[config.mk]
export PLATFORM = sky130hd
export DESIGN_NAME = hamming_scrub_monitor
export DESIGN_NICKNAME = d
export VERILOG_FILES = /design/src/rtl/hamming_pkg.sv /design/src/rtl/hamming_syndrome.sv /design/src/rtl/hamming_scrub_monitor.sv
export SDC_FILE = /design/constraint.sdc
export NUM_CORES = 1
export LEC_CHECK = 0
export BUFFER_PORTS_ARGS = -buffer_cell sky130_fd_sc_hd__buf_2
export CORE_UTILIZATION = 45
export DETAILED_ROUTE_END_ITERATION = 7
export HOLD_SLACK_MARGIN = 0.03
export PLACE_DENSITY = 0.82
export SYNTH_ARGS = -nofsm -noshare
export SYNTH_HDL_FRONTEND = slang
export SYNTH_HIERARCHICAL = 1
export SYNTH_SLANG_ARGS = --single-unit
[constraint.sdc]
create_clock -name clk -period 2.2 [get_ports clk]
set_input_delay 0.22 -clock clk [delete_from_list [all_inputs] [get_ports clk]]
set_output_delay 0.22 -clock clk [all_outputs]
set_load 0.05 [all_outputs]
[src/rtl/hamming_pkg.sv]
// Shared types and constants for the 16-bit SEC-DED scrub monitor.
// Codeword positions run 1..21; check bits sit at the power-of-two positions.
package hamming_pkg;
  localparam int DATA_W = 16;
  localparam int CHK_W  = 6;
  localparam int SYN_W  = 5;
  localparam int NPOS   = 21;

  typedef enum logic [1:0] {
    ERR_CLEAN = 2'b00,
    ERR_SEC   = 2'b01,
    ERR_DED   = 2'b10
  } err_e;

  typedef enum logic [1:0] {
    HEALTH_NORMAL   = 2'b00,
    HEALTH_DEGRADED = 2'b01,
    HEALTH_FAILED   = 2'b10
  } health_e;

  typedef logic [SYN_W-1:0] pos_map_t [DATA_W];

  // Codeword position of each data bit, data bit 0 first.
  localparam pos_map_t DATA_POS = '{
    5'd3,  5'd5,  5'd6,  5'd7,  5'd9,  5'd10, 5'd11, 5'd12,
    5'd13, 5'd14, 5'd15, 5'd17, 5'd18, 5'd19, 5'd20, 5'd21
  };
endpackage

[src/rtl/hamming_syndrome.sv]
// Combinational syndrome and overall-parity evaluation of one 22-bit codeword.
module hamming_syndrome
  import hamming_pkg::*;
(
  input  logic [DATA_W-1:0] data_i,
  input  logic [CHK_W-1:0]  check_i,
  output logic [SYN_W-1:0]  syndrome_o,
  output logic              overall_o
);
  logic [SYN_W-1:0] syn;

  always_comb begin
    syn = '0;
    for (int i = 0; i < SYN_W; i++) begin
      if (check_i[i]) syn = syn ^ SYN_W'(1 << i);
    end
    for (int i = 0; i < DATA_W; i++) begin
      if (data_i[i]) syn = syn ^ DATA_POS[i];
    end
  end

  assign syndrome_o = syn;
  assign overall_o  = ^{data_i, check_i};
endmodule

[src/rtl/hamming_scrub_monitor.sv]
// Two-stage SEC-DED corrector with valid/ready handshake and optional error
// statistics, compiled in when HAMMING_MON_STATS_EN is defined.
module hamming_scrub_monitor
  import hamming_pkg::*;
#(
  parameter int CNT_W      = 8,
  parameter int SEC_THRESH = 4
) (
  input  logic              clk,
  input  logic              reset,
  input  logic              in_valid,
  output logic              in_ready,
  input  logic [DATA_W-1:0] in_data,
  input  logic [CHK_W-1:0]  in_check,
  output logic              out_valid,
  input  logic              out_ready,
  output logic [DATA_W-1:0] out_data,
  output logic [1:0]        out_err,
  input  logic              clear_counts,
  output logic [CNT_W-1:0]  sec_count,
  output logic [CNT_W-1:0]  ded_count,
  output logic [SYN_W-1:0]  last_syndrome,
  output logic [1:0]        health
);
  logic [SYN_W-1:0]  syn_s1;
  logic              ovr_s1;
  logic              vld_p1_q, ovr_p1_q;
  logic [DATA_W-1:0] data_p1_q;
  logic [SYN_W-1:0]  syn_p1_q;
  logic              vld_p2_q;
  logic [DATA_W-1:0] data_p2_q, data_p2_d;
  err_e              err_p2_q, err_p2_d;
  logic [SYN_W-1:0]  syn_p2_q;
  logic              adv_p2, take_p1, xfer;

  assign adv_p2   = !vld_p2_q || out_ready;
  assign in_ready = !vld_p1_q || adv_p2;
  assign take_p1  = in_valid && in_ready;
  assign xfer     = vld_p2_q && out_ready;

  hamming_syndrome u_syndrome (
    .data_i     (in_data),
    .check_i    (in_check),
    .syndrome_o (syn_s1),
    .overall_o  (ovr_s1)
  );

  // ---- stage 1: register syndrome, overall parity and raw data ----
  always_ff @(posedge clk) begin
    if (reset) vld_p1_q <= 1'b0;
    else if (in_ready) vld_p1_q <= in_valid;
  end

  always_ff @(posedge clk) begin
    if (take_p1) begin
      data_p1_q <= in_data;
      syn_p1_q  <= syn_s1;
      ovr_p1_q  <= ovr_s1;
    end
  end

  // ---- stage 2: classify and correct ----
  always_comb begin
    err_p2_d  = ERR_CLEAN;
    data_p2_d = data_p1_q;
    if (syn_p1_q == '0) begin
      if (ovr_p1_q) err_p2_d = ERR_SEC;
    end else if (ovr_p1_q && (syn_p1_q <= SYN_W'(NPOS))) begin
      // A check-bit position matches no data bit, leaving the data untouched.
      err_p2_d = ERR_SEC;
      for (int i = 0; i < DATA_W; i++) begin
        if (DATA_POS[i] == syn_p1_q) data_p2_d[i] = ~data_p1_q[i];
      end
    end else begin
      err_p2_d = ERR_DED;
    end
  end

  always_ff @(posedge clk) begin
    if (reset) begin
      vld_p2_q  <= 1'b0;
      data_p2_q <= '0;
      err_p2_q  <= ERR_CLEAN;
      syn_p2_q  <= '0;
    end else if (adv_p2) begin
      vld_p2_q <= vld_p1_q;
      if (vld_p1_q) begin
        data_p2_q <= data_p2_d;
        err_p2_q  <= err_p2_d;
        syn_p2_q  <= syn_p1_q;
      end
    end
  end

  assign out_valid = vld_p2_q;
  assign out_data  = data_p2_q;
  assign out_err   = err_p2_q;

`ifdef HAMMING_MON_STATS_EN
  localparam logic [CNT_W-1:0] CNT_MAX = '1;

  logic [CNT_W-1:0] sec_q, ded_q;
  logic [SYN_W-1:0] lsyn_q;
  health_e          health_q;

  function automatic logic [CNT_W-1:0] sat_inc(input logic [CNT_W-1:0] v);
    return (v == CNT_MAX) ? v : v + CNT_W'(1);
  endfunction

  // Statistics move only on output transfers; clear wins over a same-cycle transfer.
  always_ff @(posedge clk) begin
    if (reset || clear_counts) begin
      sec_q    <= '0;
      ded_q    <= '0;
      lsyn_q   <= '0;
      health_q <= HEALTH_NORMAL;
    end else if (xfer && (err_p2_q != ERR_CLEAN)) begin
      lsyn_q <= syn_p2_q;
      if (err_p2_q == ERR_DED) begin
        ded_q    <= sat_inc(ded_q);
        health_q <= HEALTH_FAILED;
      end else begin
        sec_q <= sat_inc(sec_q);
        if ((health_q == HEALTH_NORMAL) && (sat_inc(sec_q) >= CNT_W'(SEC_THRESH)))
          health_q <= HEALTH_DEGRADED;
      end
    end
  end

  assign sec_count     = sec_q;
  assign ded_count     = ded_q;
  assign last_syndrome = lsyn_q;
  assign health        = health_q;
`else
  logic unused_stats;
  assign unused_stats  = ^{clear_counts, syn_p2_q, xfer, (SEC_THRESH != 0)};
  assign sec_count     = '0;
  assign ded_count     = '0;
  assign last_syndrome = '0;
  assign health        = HEALTH_NORMAL;
`endif
endmodule

==> flow_summary.json <==
{
  "grt_remaining_overflow": 0,
  "core_um2": 4786,
  "cts_buffer_depth": 2,
  "die_h_um": 73.02,
  "antenna_left": 0,
  "synth-seq-cells": 42,
  "period_minus_slack_ns": 1.814,
  "grt_pass1_vias": 1435,
  "setup.worst_path.start": "vld_p1_q$_SDFFE_PP0N_",
  "cp-start-kind": "flip-flop",
  "finalClockSkew_ns": 0.002127,
  "synth_top_family_by_area": "XOR/XNOR gates",
  "start_util": 0.4742,
  "drt-vias-per-instance": 4.875,
  "cts_sinks": 42,
  "io_pins": 70,
  "cts-htree-levels": 2,
  "synth_simple_gate_area_frac": 0.1163,
  "synth_mux_area_frac": 0,
  "ir_worst_vdd_v": 0.0004138,
  "seq_area_um2": 1061,
  "port_buffers": 45,
  "clock.fmax_ghz": 0.5514,
  "synthArstFlopShare": 0,
  "crit_buf_inv": 1,
  "final_common_cell": "buf_2",
  "die-area_um2": 5332,
  "ys_seq_area_frac": 0.4675,
  "synth_edf_count": 22,
  "slowest_stage": "nor2_1",
  "cp_cell_sequence": "inv_1 -> nor2_1 -> a311oi_1",
  "gp_congestion": 0.7988,
  "required_ns": 2.30,
  "synthFlopType": "edfxtp_1",
  "grt_pass1_wl_um": 6465,
  "hold_path_startpoint": "in_data[12]",
  "hold_viol": 0,
  "cts_tree": "done",
  "route.vias.total": 1565,
  "multi_input_area_um2": 1087,
  "tightest_slew_ns": 1.015,
  "syn_inst": 208,
  "rows": 25,
  "drt-initial-drc-count": 70,
  "crit_arrival_ns": 1.91,
  "p_per_area_nw_per_um2": 835.0,
  "avgRoutedWirePerCell_um": 12.39,
  "die_x_um": 73.02,
  "setup_viol": 0,
  "final_util": 0.5325,
  "area_delta_synth_final_pct": 12.29,
  "syn_area_per_cell_um2": 10.91,
  "r2r_start": "vld_p1_q$_SDFFE_PP0N_",
  "crit_fanout": 16,
  "cts_hold_buffers": 0,
  "n_antenna_cell": 0,
  "num-nets-final": 280,
  "dp_hpwl_um": 3140,
  "status": "completed",
  "final_cell_mix": "buf_2 (45), xnor2_1 (30), conb_1 (23)",
  "grt_max_degree": 23,
  "slew_violations": 0,
  "syn_area_um2": 2270,
  "cap_violations": 0,
  "whs_ns": 0.1362,
  "cp_top_family": "simple AND/OR/NAND/NOR gates",
  "min_path_type": "input pin to flip-flop",
  "ctsResizeCount": 0,
  "grt_usage": 0.1621,
  "ys.warnings.count": 6,
  "firstDrtPassIters": 4,
  "cts_root_buffer": "clkbuf_8",
  "fin_crit_sh": 0.8243,
  "slowest_delay_ns": 0.80,
  "clk_latency_ns": 0.29,
  "max_slew_margin": 0.3205,
  "antenna_found_initial": 0,
  "rsz0062_at_grt": "false",
  "leakage_nw": 0.9474,
  "synth_xor_area_frac": 0.1654,
  "clk_pin_slew_worst_paths_ns": 0.07,
  "post_cts_buffers": 0,
  "synth.distinct_cells": 33,
  "synth_compound_area_frac": 0.1593,
  "crit_path_end_kind": "flip-flop",
  "wl_um": 3978,
  "fillers": 431,
  "tns_ns": 0,
  "worstSetupPathType": "flip-flop to flip-flop",
  "synth_adder_area_share": 0,
  "drive_above_1_share": 0.2126,
  "numCtsBuffers": 5,
  "drc_errors": 0
}
registers in the layout (all words and copies together) (netlist names):
register and flops:
out_data 16, ovr_p1_q 1, out_valid 1, out_err 2
data_p1_q 16, syn_p1_q 5, vld_p1_q 1
per-layer routing:
metal	global-route usage	wire length [µm]
met3	0.04834	209
met1	0.2030	1818
met5	0	0
met4	0.05882	40
met2	0.2644	1909
layout make-up:
cell class	instances	area share
Clock buffer	5	0.02700
Clock inverter	3	0.004418
Multi-Input combinational cell	157	0.4266
Inverter	1	0.001473
Sequential cell	42	0.4163
Timing Repair Buffer	46	0.09131
Tap cell	67	0.03289
metrics by stage:
step	setup slack (ns)	area [µm²]	std cells	power, mW
2_1_floorplan	0.005362	2352	230	1.584
3_3_place_gp	0.3324	2469	313	1.681
3_5_place_dp	0.2989	2469	313	1.698
4_1_cts	0.4044	2549	321	2.141
5_1_grt	0.2043	2549	321	2.241
6_report	0.3865	2549	321	2.128
synth_stat cells (all sizes together), types with 3 or more instances:
library cell | number | area [µm²]
nand2b | 5 | 31.28
o21ai | 16 | 80.08
nand4bb | 4 | 45.04
edfxtp | 22 | 660.6
xnor2 | 30 | 262.8
a21oi | 19 | 95.09
or3 | 14 | 87.58
xnor3 | 3 | 68.81
xor2 | 5 | 43.79
or4 | 3 | 26.27
buf | 24 | 177.7
nand2 | 4 | 15.01
clkbuf | 6 | 22.52
dfxtp | 20 | 400.4
a311oi | 16 | 146.4
logic make-up after synthesis:
kind of cell | Yosys count
AOI/OAI and AO/OA | 56
DFF | 42
and+or+nand+nor | 40
xor gates and xnor gates | 38
buffers and inverters | 31
other | 1
report_power, final:
group,switching [mW],internal (mW)
Combinational,0.417,0.249
Sequential,0.0826,0.931
Clock,0.238,0.212
Total,0.737,1.39
final timing paths:
| check | end | depth (start not counted) | slack (ns) |
|---|---|---|---|
| setup / recovery | out_data[0]$_SDFFE_PP0P_ | 3 | 0.39 |
| hold / removal | data_p1_q[12]$_DFFE_PP_ | 1 | 0.14 |
| setup reg to reg | out_data[0]$_SDFFE_PP0P_ | 3 | 0.39 |
| hold reg to reg | out_err[0]$_SDFFE_PP0P_ | 2 | 0.48 |
Note: power is estimated with default switching activity, not from simulation.
